## config.mk

```make
export PLATFORM = sky130hd
export DESIGN_NAME = compare_seq
export DESIGN_NICKNAME = d
export VERILOG_FILES = /design/src/rtl/compare_pkg.sv /design/src/rtl/compare_slice.sv /design/src/rtl/compare_seq.sv
export SDC_FILE = /design/constraint.sdc
export NUM_CORES = 1
export LEC_CHECK = 0
export ABC_CLOCK_PERIOD_IN_PS = 2400
export CORE_ASPECT_RATIO = 0.7
export CORE_UTILIZATION = 40
export CTS_BUF_LIST = sky130_fd_sc_hd__clkbuf_2 sky130_fd_sc_hd__clkbuf_4 sky130_fd_sc_hd__clkbuf_8
export CTS_CLUSTER_DIAMETER = 60
export DETAILED_ROUTE_END_ITERATION = 8
export GPL_ROUTABILITY_DRIVEN = 0
export GPL_TIMING_DRIVEN = 0
export PLACE_DENSITY = 0.62
export SYNTH_ARGS = -nofsm -noshare
export SYNTH_HDL_FRONTEND = slang
export SYNTH_SLANG_ARGS = --single-unit
```

## constraint.sdc

```tcl
create_clock -name clk -period 2.4 [get_ports clk]
set_input_delay 0.48 -clock clk [delete_from_list [all_inputs] [get_ports clk]]
set_output_delay 0.48 -clock clk [all_outputs]
set_load 0.01 [all_outputs]
```

## src/rtl/compare_pkg.sv

```systemverilog
// Shared types and sizing helpers for the sequential slice comparator.
package compare_pkg;

  typedef enum logic [1:0] {
    IDLE = 2'd0,
    RUN  = 2'd1,
    DONE = 2'd2
  } state_t;

  localparam int unsigned DEF_WIDTH = 64;
  localparam int unsigned DEF_CHUNK = 8;

  // Number of CHUNK-bit slices in a WIDTH-bit operand; guards against a zero chunk.
  function automatic int unsigned nslice(input int unsigned width, input int unsigned chunk);
    return (chunk == 0) ? 1 : width / chunk;
  endfunction

  function automatic int unsigned idx_width(input int unsigned n);
    return (n > 1) ? $clog2(n) : 1;
  endfunction

  localparam int unsigned IDX_W = idx_width(nslice(DEF_WIDTH, DEF_CHUNK));

endpackage

```

## src/rtl/compare_slice.sv

```systemverilog
// Combinational CHUNK-bit slice compare with optional sign-bit flip for the top slice.
module compare_slice #(
  parameter int unsigned CHUNK = 8
) (
  input  logic [CHUNK-1:0] a_s,
  input  logic [CHUNK-1:0] b_s,
  input  logic             flip_msb,
  output logic             s_eq,
  output logic             s_lt
);

  logic [CHUNK-1:0] msb_mask;
  logic [CHUNK-1:0] a_f;
  logic [CHUNK-1:0] b_f;

  // Flipping the sign bit turns a two's-complement order into an unsigned one.
  always_comb begin
    msb_mask           = '0;
    msb_mask[CHUNK-1]  = flip_msb;
    a_f                = a_s ^ msb_mask;
    b_f                = b_s ^ msb_mask;
    s_eq               = &(a_s ~^ b_s);
    s_lt               = (a_f < b_f);
  end

endmodule

```

## src/rtl/compare_seq.sv

```systemverilog
// Multi-cycle MSB-first magnitude/equality comparator with valid/ready on both sides.
module compare_seq
  import compare_pkg::*;
#(
  parameter int unsigned WIDTH      = 64,
  parameter int unsigned CHUNK      = 8,
  parameter bit          EARLY_EXIT = 1'b1
) (
  input  logic             clk,
  input  logic             rst_n,
  input  logic             in_valid,
  output logic             in_ready,
  input  logic [WIDTH-1:0] a,
  input  logic [WIDTH-1:0] b,
  input  logic             is_signed,
  output logic             out_valid,
  input  logic             out_ready,
  output logic             eq,
  output logic             lt,
  output logic             gt
);

  localparam int unsigned NSLICE = nslice(WIDTH, CHUNK);
  localparam int unsigned IW     = idx_width(NSLICE);
  localparam logic [IW-1:0] TOP  = IW'(NSLICE - 1);

  if (CHUNK < 1 || (WIDTH % CHUNK) != 0) begin : g_bad_cfg
    $error("compare_seq: WIDTH must be a nonzero multiple of CHUNK");
  end

  state_t           state_q, state_d;
  logic [WIDTH-1:0] op_a_q, op_a_d;
  logic [WIDTH-1:0] op_b_q, op_b_d;
  logic             op_signed_q, op_signed_d;
  logic [IW-1:0]    idx_q, idx_d;
  logic [CHUNK-1:0] sa_q, sa_d;
  logic [CHUNK-1:0] sb_q, sb_d;
  logic             flip_q, flip_d;
  logic             stage_v_q, stage_v_d;
  logic [IW-1:0]    stage_idx_q, stage_idx_d;
  logic             found_q, found_d;
  logic             res_lt_q, res_lt_d;
  logic             eq_d, lt_d, gt_d;
  logic             in_ready_d, out_valid_d;
  logic             diff;
  logic             s_eq, s_lt;

  logic [CHUNK-1:0] a_sl [NSLICE];
  logic [CHUNK-1:0] b_sl [NSLICE];

  for (genvar i = 0; i < NSLICE; i++) begin : g_sl
    assign a_sl[i] = op_a_q[i*CHUNK +: CHUNK];
    assign b_sl[i] = op_b_q[i*CHUNK +: CHUNK];
  end

  // The selected slice is registered before the compare, keeping mux and compare on separate cycles.
  compare_slice #(.CHUNK(CHUNK)) u_slice (
    .a_s      (sa_q),
    .b_s      (sb_q),
    .flip_msb (flip_q),
    .s_eq     (s_eq),
    .s_lt     (s_lt)
  );

  always_ff @(posedge clk or negedge rst_n) begin
    if (!rst_n) begin
      state_q     <= IDLE;
      op_a_q      <= '0;
      op_b_q      <= '0;
      op_signed_q <= 1'b0;
      idx_q       <= '0;
      sa_q        <= '0;
      sb_q        <= '0;
      flip_q      <= 1'b0;
      stage_v_q   <= 1'b0;
      stage_idx_q <= '0;
      found_q     <= 1'b0;
      res_lt_q    <= 1'b0;
      in_ready    <= 1'b1;
      out_valid   <= 1'b0;
      eq          <= 1'b0;
      lt          <= 1'b0;
      gt          <= 1'b0;
    end else begin
      state_q     <= state_d;
      op_a_q      <= op_a_d;
      op_b_q      <= op_b_d;
      op_signed_q <= op_signed_d;
      idx_q       <= idx_d;
      sa_q        <= sa_d;
      sb_q        <= sb_d;
      flip_q      <= flip_d;
      stage_v_q   <= stage_v_d;
      stage_idx_q <= stage_idx_d;
      found_q     <= found_d;
      res_lt_q    <= res_lt_d;
      in_ready    <= in_ready_d;
      out_valid   <= out_valid_d;
      eq          <= eq_d;
      lt          <= lt_d;
      gt          <= gt_d;
    end
  end

  always_comb begin
    state_d     = state_q;
    op_a_d      = op_a_q;
    op_b_d      = op_b_q;
    op_signed_d = op_signed_q;
    idx_d       = idx_q;
    sa_d        = sa_q;
    sb_d        = sb_q;
    flip_d      = flip_q;
    stage_v_d   = stage_v_q;
    stage_idx_d = stage_idx_q;
    found_d     = found_q;
    res_lt_d    = res_lt_q;
    eq_d        = eq;
    lt_d        = lt;
    gt_d        = gt;
    diff        = 1'b0;

    case (state_q)
      IDLE: begin
        if (in_valid && in_ready) begin
          op_a_d      = a;
          op_b_d      = b;
          op_signed_d = is_signed;
          idx_d       = TOP;
          stage_v_d   = 1'b0;
          found_d     = 1'b0;
          res_lt_d    = 1'b0;
          state_d     = RUN;
        end
      end

      RUN: begin
        // Fetch the next slice into the stage; idx parks at 0 once the scan is issued.
        sa_d        = a_sl[idx_q];
        sb_d        = b_sl[idx_q];
        flip_d      = op_signed_q && (idx_q == TOP);
        stage_idx_d = idx_q;
        stage_v_d   = 1'b1;
        if (idx_q != '0) begin
          idx_d = idx_q - IW'(1);
        end

        if (stage_v_q) begin
          diff = !s_eq;
          // Only the most significant difference decides the result.
          if (diff && !found_q) begin
            found_d  = 1'b1;
            res_lt_d = s_lt;
          end
          if ((EARLY_EXIT && diff) || (stage_idx_q == '0)) begin
            state_d = DONE;
            eq_d    = !found_d;
            lt_d    = found_d && res_lt_d;
            gt_d    = found_d && !res_lt_d;
          end
        end
      end

      DONE: begin
        if (out_ready) begin
          state_d = IDLE;
          eq_d    = 1'b0;
          lt_d    = 1'b0;
          gt_d    = 1'b0;
        end
      end

      default: state_d = IDLE;
    endcase

    in_ready_d  = (state_d == IDLE);
    out_valid_d = (state_d == DONE);
  end

endmodule

```

==> metrics.txt, run 1 <==
CP Data Required Time 2810 ps; Final setup viols 0; placed insts 1150; Critical Path Sink Type flop; sequential fraction of the synthesis area 55.4%; Placed Area 9010 um^2; CTS buffer count 17; Synth Flop Type dfrtp_1; clock transition at the registers of the reported paths 90 ps; Least-Margin Pin Slew 727 ps; Rel. slew slack 51.5%; clk_skew 12.9 ps; overall routing resource usage 22.4%; first-pass GRT wire length 31200 um; fin. max-slew vios 0; post-synthesis net count 925; period utilization 92.0%; core area 17500 um^2; via count 5861; share of the synthesized area in the top cell type 55.0%; ANT nets after route 0; Worst Setup Path Type in -> reg; async set or reset register ratio after synthesis 100%; # rows 40; CTS tree built; WP data arrival 2610 ps; WL final 19600 um; hold buffers post-CTS 1; status finished, final reports clean; post-CTS setup buffers 0; pin count of the biggest net entering global routing 105; DIE AREA 18900 um^2; Nets 1083; most frequent cells after synthesis 432 x nand2_1, 161 x dfrtp_1, 32 x mux4_2; total number of H-tree levels 4; Die Span X 164 um; cell with the most instances after synthesis nand2_1; Starting Density 41.8%; initial antenna violation count 0; Clock Tree Root clkbuf_8; ant diodes 0; drt first-iter violations 460; Hold Path Depth 2; Yosys top cell by area dfrtp_1; WL/cell 16.5 um; filler cell count 1650; mean post-synth cell area 9.37 um^2; vias in the first global route 5785; final hold vios 0; EDFF count, synth 0; Worst setup SP type input pin; Die H 115 um; residual DRC count 0; HPWL Detailed 14500 um; CP max FO 10; Unique masters post-synth 41; #FFs+latches synth 162; LEAKAGE 0.00460 uW; fin util 53.9%; min-delay worst type reg -> reg; ratio of cells with drive above 1 in the final layout 9.66%; Max Clock Freq 0.453 GHz; ranking of synthesized cells by area dfrtp_1 55%, nand2_1 22%, mux4_2 9.8%; Syn-to-layout area delta 29.0%; Final Hold Slack 478 ps; maximum root-to-sink buffer count 2; VDD IR-drop max 0.000475 V; post-route design area 9440 um^2; final cell count without fillers 1183; synthesized area 7320 um^2; maxcap violations 0; Detailed Routing Iterations Pass 1 5; final critical-path required period 2210 ps; CTS sink count 162; Gate Count Post-Synth 781; boundary pin count 138; Clk Latency, worst-skew pair 470 ps; Port Buffers 137; Cell Pwr Density 1230 nW/um^2; vias per cell 4.95; overall power 11600 uW; Overflow after GRT 0; FF-to-FF path depth 6; unrepaired setup endpoints after global routing false; post-CTS sizing 0; Ys Warns 0
[critical path, stage by stage]
cell             delay (ps)
clkdlybuf4s50_1         500
nor4bb_1                500
buf_2                   280
buf_2                   280
buf_2                   310
nand2_1                 150
nand2_1                  90
[registers in the layout, indices dropped and copies added, names as in the netlist, 2 cells and up]
signal,flops
sa_q,8
idx_q,3
stage_idx_q,3
op_b_q,64
sb_q,8
state_q,2
op_a_q,64
[metrics by stage]
step | TNS (ps) | worst slack [ps]
after floorplan | 0 | 641
after global placement | -970410 | -5910
after detailed placement | -7150 | -217
after CTS | 0 | 253
after global routing | 0 | 151
final | 0 | 192
[per-layer routing]
| layer | GRT usage (%) | up-vias | part of all wire [%] |
|---|---|---|---|
| li1 | - | 2827 | - |
| met1 | 35.1 | 2843 | 51 |
| met2 | 31.8 | 174 | 42 |
| met3 | 4.62 | 17 | 5.9 |
| met4 | 5.06 | 0 | 0.90 |
| met5 | 0 | - | 0 |
[where the power goes]
part	leakage (uW)	total [uW]	switching, uW	internal [uW]
clock network	0.000206	2140	1090	1060
registers	0.00199	4770	737	4030
logic	0.00240	4730	2620	2110
[worst paths after layout]
check / startpoint / to / slack, ps
min reg2reg: op_a_q[45]$_DFFE_PN0P_ / op_a_q[45]$_DFFE_PN0P_ / 480
min: op_a_q[45]$_DFFE_PN0P_ / op_a_q[45]$_DFFE_PN0P_ / 480
max in group asynchronous: rst_n / op_a_q[24]$_DFFE_PN0P_ / 1000
max reg2reg: in_ready$_DFF_PN1_ / op_a_q[59]$_DFFE_PN0P_ / 220
max: in_valid / op_a_q[59]$_DFFE_PN0P_ / 190
min in group asynchronous: rst_n / out_valid$_DFF_PN0_ / 520
[kinds of logic (layout without fill, tap and decap cells)]
family                     count (synthesis)  after routing  share of synthesized area, %
xor gates and xnor gates                   3              3                         0.359
buffers and inverters                     59            230                          3.61
DFF                                      162            162                          55.4
AOI/OAI and AO/OA                         44             44                          4.05
adders and majority gates                 11             11                          1.88
and+or+nand+nor                          470            470                          24.9
muxes                                     32             32                          9.85
[cell type report]
type / count / area [um^2] / share of cell area [%]
Sequential cell: 162 / 4060 / 42.9
Multi-Input combinational cell: 560 / 3000 / 31.8
Timing Repair Buffer: 139 / 1410 / 15.0
Tap cell: 231 / 289 / 3.06
Clock buffer: 18 / 241 / 2.56
Buffer: 47 / 219 / 2.32
Clock inverter: 14 / 180 / 1.91
Inverter: 12 / 45.0 / 0.477
[cells in the final DEF (no fill, tap or decap), types with 2 or more instances in the layout]
cell             count
clkinv_2             2
a31oi_1             16
nor3_1               2
or3_1                2
clkbuf_8            17
nand3_1              3
o2bb2ai_1            2
dfrtp_1            161
mux4_2              32
xor2_1               2
inv_1               11
clkbuf_1            21
a211oi_1             2
o21ai_0              9
buf_1                5
ha_1                11
bufinv_16            3
clkinv_4             3
inv_8                2
clkdlybuf4s50_1    136
o211ai_1             2
clkinvlp_4           3
nand2b_1             2
a21oi_1              4
nor2b_1              2
buf_2               16
nand2_1            432
nor2_1              21
buf_4                4
Note: power is estimated with default switching activity, not from simulation.
==> run 2: changes to the inputs <==
CTS_CLUSTER_SIZE = 28   (was default)
PLACE_DENSITY = 0.61   (was 0.62)
SYNTH_HIERARCHICAL = 1   (was default)
==> metrics.txt, run 2 <==
FF-to-FF path depth 7; drt first-iter violations 302; Final setup viols 0; maxcap violations 0; final critical-path required period 2160 ps; crit path cell chain ha_1, nor2b_4, o211ai_2, a21oi_2, a2111oi_2, a21boi_0, a221oi_1; placed insts 960; unrepaired setup endpoints after global routing false; CP max stage cell a2111oi_2; R2R Setup Slk 240 ps; RR Endpoint lt$_DFFE_PN0P_; Rel. slew slack 54.0%; #FFs+latches synth 162; biggest regs op_a_q (64), op_b_q (64); fin. max-slew vios 0; leading cell types in the layout, fill and taps excluded 161 x dfrtp_1, 136 x clkdlybuf4s50_1, 123 x mux2_4, 37 x mux2_1, 33 x mux2i_1; vias in the first global route 5354; Unique masters post-synth 51; CTS sink count 162; commonest non-fill, non-tap cell in the layout dfrtp_1; Yosys top cell by area dfrtp_1; fin util 51.9%; WL/cell 20.0 um; VDD IR-drop max 0.000428 V; Final Hold Slack 490 ps; sequential fraction of the synthesis area 49.9%; Die Span X 172 um; R2R Path Start sa_q[1]$_DFFE_PN0P_; area of the multi-input gates 3620 um^2; overall routing resource usage 20.4%; pin count of the biggest net entering global routing 105; synthesized area 8120 um^2; initial antenna violation count 0; ANT nets after route 0; ratio of cells with drive above 1 in the final layout 27.3%; Worst setup SP type flop; Die H 121 um; EDFF count, synth 0; final cell count without fillers 991; post-synthesis net count 696; WL final 19800 um; Clk Latency, worst-skew pair 470 ps; CTS tree built; Ys Warns 6; Placed Area 9860 um^2; cell with the most instances after synthesis dfrtp_1; CP max FO 3; LEAKAGE 0.00466 uW; DIE AREA 20900 um^2; setup tns final 0 ps; via count 4966; status finished, final reports clean; post-CTS setup buffers 0; core area 19900 um^2; maximum root-to-sink buffer count 2; CP Buf/Inv Count 0; Port Buffers 137; Worst Hold Launch op_a_q[8]$_DFFE_PN0P_; # rows 43; boundary pin count 138; ant diodes 0; hold path endpoint op_a_q[8]$_DFFE_PN0P_; Critical Path Sink Type flop; first-pass GRT wire length 30900 um; Synth Flop Type dfrtp_1; vias per cell 5.01; Max Clock Freq 0.464 GHz; final hold vios 0; ranking of synthesized cells by area dfrtp_1 50%, mux2_4 23%, mux2_1 5.1%; total number of H-tree levels 4; clk_skew 18.7 ps; async set or reset register ratio after synthesis 100%; Cell Pwr Density 1320 nW/um^2; mean post-synth cell area 14.7 um^2; post-route design area 10300 um^2; Nets 854; clock transition at the registers of the reported paths 90 ps; slowest stage delay, CP 510 ps; Overflow after GRT 0; Starting Density 40.9%; Gate Count Post-Synth 552; period utilization 89.9%; CTS buffer count 17; CP Data Required Time 2770 ps; Hold Path Depth 1; residual DRC count 0; share of the synthesized area in the top cell type 49.6%; most frequent cells after synthesis 161 x dfrtp_1, 123 x mux2_4, 37 x mux2_1; register area 4060 um^2; Least-Margin Pin Slew 673 ps; HPWL Detailed 14700 um; filler cell count 1680; WP data arrival 2530 ps; Worst Setup Path Type reg -> reg; Syn-to-layout area delta 27.0%; Detailed Routing Iterations Pass 1 4; largest delay contributor family on the critical path compound AO/OA/AOI/OAI gates; min-delay worst type reg -> reg; Clock Tree Root clkbuf_8
run 2: changes by cell type in the layout (fill, tap and decap cells not counted), sizes merged, moves of 5 or more:
cell    delta
mux4      -32
mux2     +161
nand2    -405
o31ai     +14
buf        +5
nor2      -13
a22o      +14
a31oi     -16
clkbuf    -13
o22ai     +14
mux2i     +33
run 2: logic make-up after synthesis:
family | Yosys count | share of synthesized area [%]
muxes | 194 | 32.1
adders and majority gates | 11 | 1.69
xor gates and xnor gates | 3 | 0.324
DFF | 162 | 49.9
and+or+nand+nor | 59 | 3.68
buffers and inverters | 50 | 5.53
AOI/OAI and AO/OA | 73 | 6.78
run 2: power breakdown:
part,switching [uW],internal (uW),total [uW]
registers,821,4130,4950
clock network,1020,1200,2220
logic,2760,3700,6460
run 2: final cells by class:
type	count	area share, %
Buffer	36	3.85
Clock buffer	21	2.68
Clock inverter	9	1.52
Inverter	14	0.510
Multi-Input combinational cell	340	35.1
Sequential cell	162	39.3
Tap cell	270	3.28
Timing Repair Buffer	139	13.7
run 2: how the worst max path moves through the flow:
| stage | slack (ps) | to | depth (start not counted) | from |
|---|---|---|---|---|
| after global routing | 50 | lt$_DFFE_PN0P_ | 7 | sa_q[1]$_DFFE_PN0P_ |
| after CTS | 60 | lt$_DFFE_PN0P_ | 6 | sa_q[3]$_DFFE_PN0P_ |
| after floorplan | 570 | eq$_DFFE_PN0P_ | 6 | sa_q[3]$_DFFE_PN0P_ |
| after detailed placement | 90 | lt$_DFFE_PN0P_ | 6 | sa_q[3]$_DFFE_PN0P_ |
| final | 240 | lt$_DFFE_PN0P_ | 7 | sa_q[1]$_DFFE_PN0P_ |
| after global placement | -5590 | op_a_q[33]$_DFFE_PN0P_ | 1 | rst_n |
run 2: repair_timing:
action / 4_1_cts / 5_1_grt
hold buffers: 1 / 0
gates resized for setup: 0 / 1
endpoints found under the hold margin: 57 / 0
endpoints found under the setup margin: 0 / 5
run 2: per-layer routing:
metal | global-route usage [%] | wire length (um)
met3 | 4.89 | 1030
met1 | 31.4 | 10400
met5 | 0 | 0
met4 | 4.48 | 159
met2 | 28.5 | 8210
run 2: per-stage QoR:
| step | total power, uW | setup slack [ps] |
|---|---|---|
| 2_1_floorplan | 9650 | 571 |
| 5_1_grt | 14400 | 52.3 |
| 3_3_place_gp | 11200 | -5590 |
| 6_report | 13600 | 243 |
| 3_5_place_dp | 11400 | 90.8 |
| 4_1_cts | 13700 | 61.3 |
==> run 3: changes to the inputs <==
ABC_CLOCK_PERIOD_IN_PS = 2300   (was 2400)
clock period = 2.3 ns   (was 2.4 ns; I/O delays follow)
==> metrics.txt, run 3 (same netlist as run 2, synthesis figures left out) <==
Detailed Routing Iterations Pass 1 4; leading cell types in the layout, fill and taps excluded 161 x dfrtp_1, 136 x clkdlybuf4s50_1, 123 x mux2_4, 37 x mux2_1, 33 x mux2i_1; pin count of the biggest net entering global routing 105; Max Clock Freq 0.486 GHz; Clock Tree Root clkbuf_8; Syn-to-layout area delta 27.1%; status finished, final reports clean; Cell Pwr Density 1380 nW/um^2; drt first-iter violations 323; Psw 4820 uW; first-pass GRT wire length 30900 um; vias in the first global route 5351; Clk pwr share 16.2%; Rel. slew slack 52.1%; HPWL Detailed 14700 um; ANT nets after route 0; Least-Margin Pin Slew 701 ps; WL final 19800 um; maxcap violations 0; commonest non-fill, non-tap cell in the layout dfrtp_1; Die Span X 172 um; Critical Path Sink Type flop; CTS sink count 162; Worst setup SP type flop; Worst Setup Path Type reg -> reg; ratio of cells with drive above 1 in the final layout 27.3%; Final Hold Slack 490 ps; Placed Area 9860 um^2; CP Data Required Time 2660 ps; post-CTS setup buffers 0; overall power 14300 uW; post-route design area 10300 um^2; WL/cell 20.0 um; boundary pin count 138; Sw Share 33.7%; Clk Latency, worst-skew pair 460 ps; Starting Density 40.9%; sequential share of power 36.2%; maximum root-to-sink buffer count 2; DIE AREA 20900 um^2; core area 19900 um^2; ant diodes 0; final hold vios 0; Final setup viols 0; LEAKAGE 0.00466 uW; fin. max-slew vios 0; VDD IR-drop max 0.000446 V; period utilization 89.4%; final critical-path required period 2060 ps; clock transition at the registers of the reported paths 80 ps; Int Pwr 9460 uW; CTS tree built; overall routing resource usage 20.4%; # rows 43; Overflow after GRT 0; WP data arrival 2410 ps; initial antenna violation count 0; CP max FO 3; biggest regs op_a_q (64), op_b_q (64); min-delay worst type reg -> reg; Die H 121 um; clk_skew 15.6 ps; via count 4932; residual DRC count 0; Nets 854; CTS buffer count 17; Port Buffers 137; vias per cell 4.98; unrepaired setup endpoints after global routing false; filler cell count 1678; combinational share of power 47.7%; total number of H-tree levels 4
[run 3: changes by cell type in the layout (fill, tap and decap cells not counted)]
cell | previous run | this run
a2111oi_2 | 1 | 0
a2111oi_4 | 0 | 1
[run 3: repair_timing]
action / CTS / global route
hold buffers: 1 / 0
resized for setup: 1 / 1
hold endpoints to repair: 57 / 0
setup endpoints to repair: 5 / 1
[run 3: power groups by stage]
| stage | logic, uW | clock network [uW] | registers (uW) |
|---|---|---|---|
| detailed placement | 6700 | 0 | 5200 |
| floorplan | 5160 | 0 | 4910 |
| global route | 7320 | 2470 | 5330 |
| finish | 6800 | 2310 | 5160 |
| global placement | 6570 | 0 | 5150 |
| CTS | 6760 | 2350 | 5160 |
[run 3: metrics by stage]
stage | utilization (%) | instances | setup TNS (ps) | setup WS [ps]
floorplan | - | 552 | 0 | 471
global placement | 49.5 | 959 | -914150 | -5670
detailed placement | 49.7 | 960 | -20.2 | -9.19
CTS | 51.9 | 991 | 0 | 151
global route | 52.0 | 991 | 0 | 19.4
finish | 52.0 | 991 | 0 | 244
[run 3: worst max-delay path, cell delays in order, from the launching register on]
cell	delay, ps
dfrtp_1	430
xnor2_1	140
ha_1	370
nand4_1	140
a21oi_2	50
a2111oi_4	400
a21boi_0	160
a221oi_1	270
[run 3: final cells by class]
type,count,area (um^2),area share [%]
buffer,36,397,3.84
inverter,14,52.6,0.509
timing repair buffer,139,1410,13.7
sequential,162,4060,39.3
tap,270,338,3.27
multi-input combinational,340,3640,35.2
clock buffer,21,277,2.68
clock inverter,9,156,1.51
[run 3: per-layer routing]
metal | vias to the layer above | wire length (um) | GRT usage, %
met1 | 2480 | 10300 | 31.4
met3 | 12 | 1140 | 4.89
met4 | 0 | 144 | 4.48
met2 | 124 | 8220 | 28.5
met5 | - | 0 | 0
li1 | 2316 | - | -
[run 3: final timing paths]
kind	slack [ps]	endpoint	start	depth (start not counted)
setup / recovery	240	lt$_DFFE_PN0P_	flip_q$_DFFE_PN0P_	7
hold / removal	490	op_a_q[8]$_DFFE_PN0P_	op_a_q[8]$_DFFE_PN0P_	1
setup reg to reg	240	lt$_DFFE_PN0P_	flip_q$_DFFE_PN0P_	7
hold reg to reg	490	op_a_q[8]$_DFFE_PN0P_	op_a_q[8]$_DFFE_PN0P_	1
max in group asynchronous	920	op_a_q[51]$_DFFE_PN0P_	rst_n	3
min in group asynchronous	510	op_b_q[61]$_DFFE_PN0P_	rst_n	2
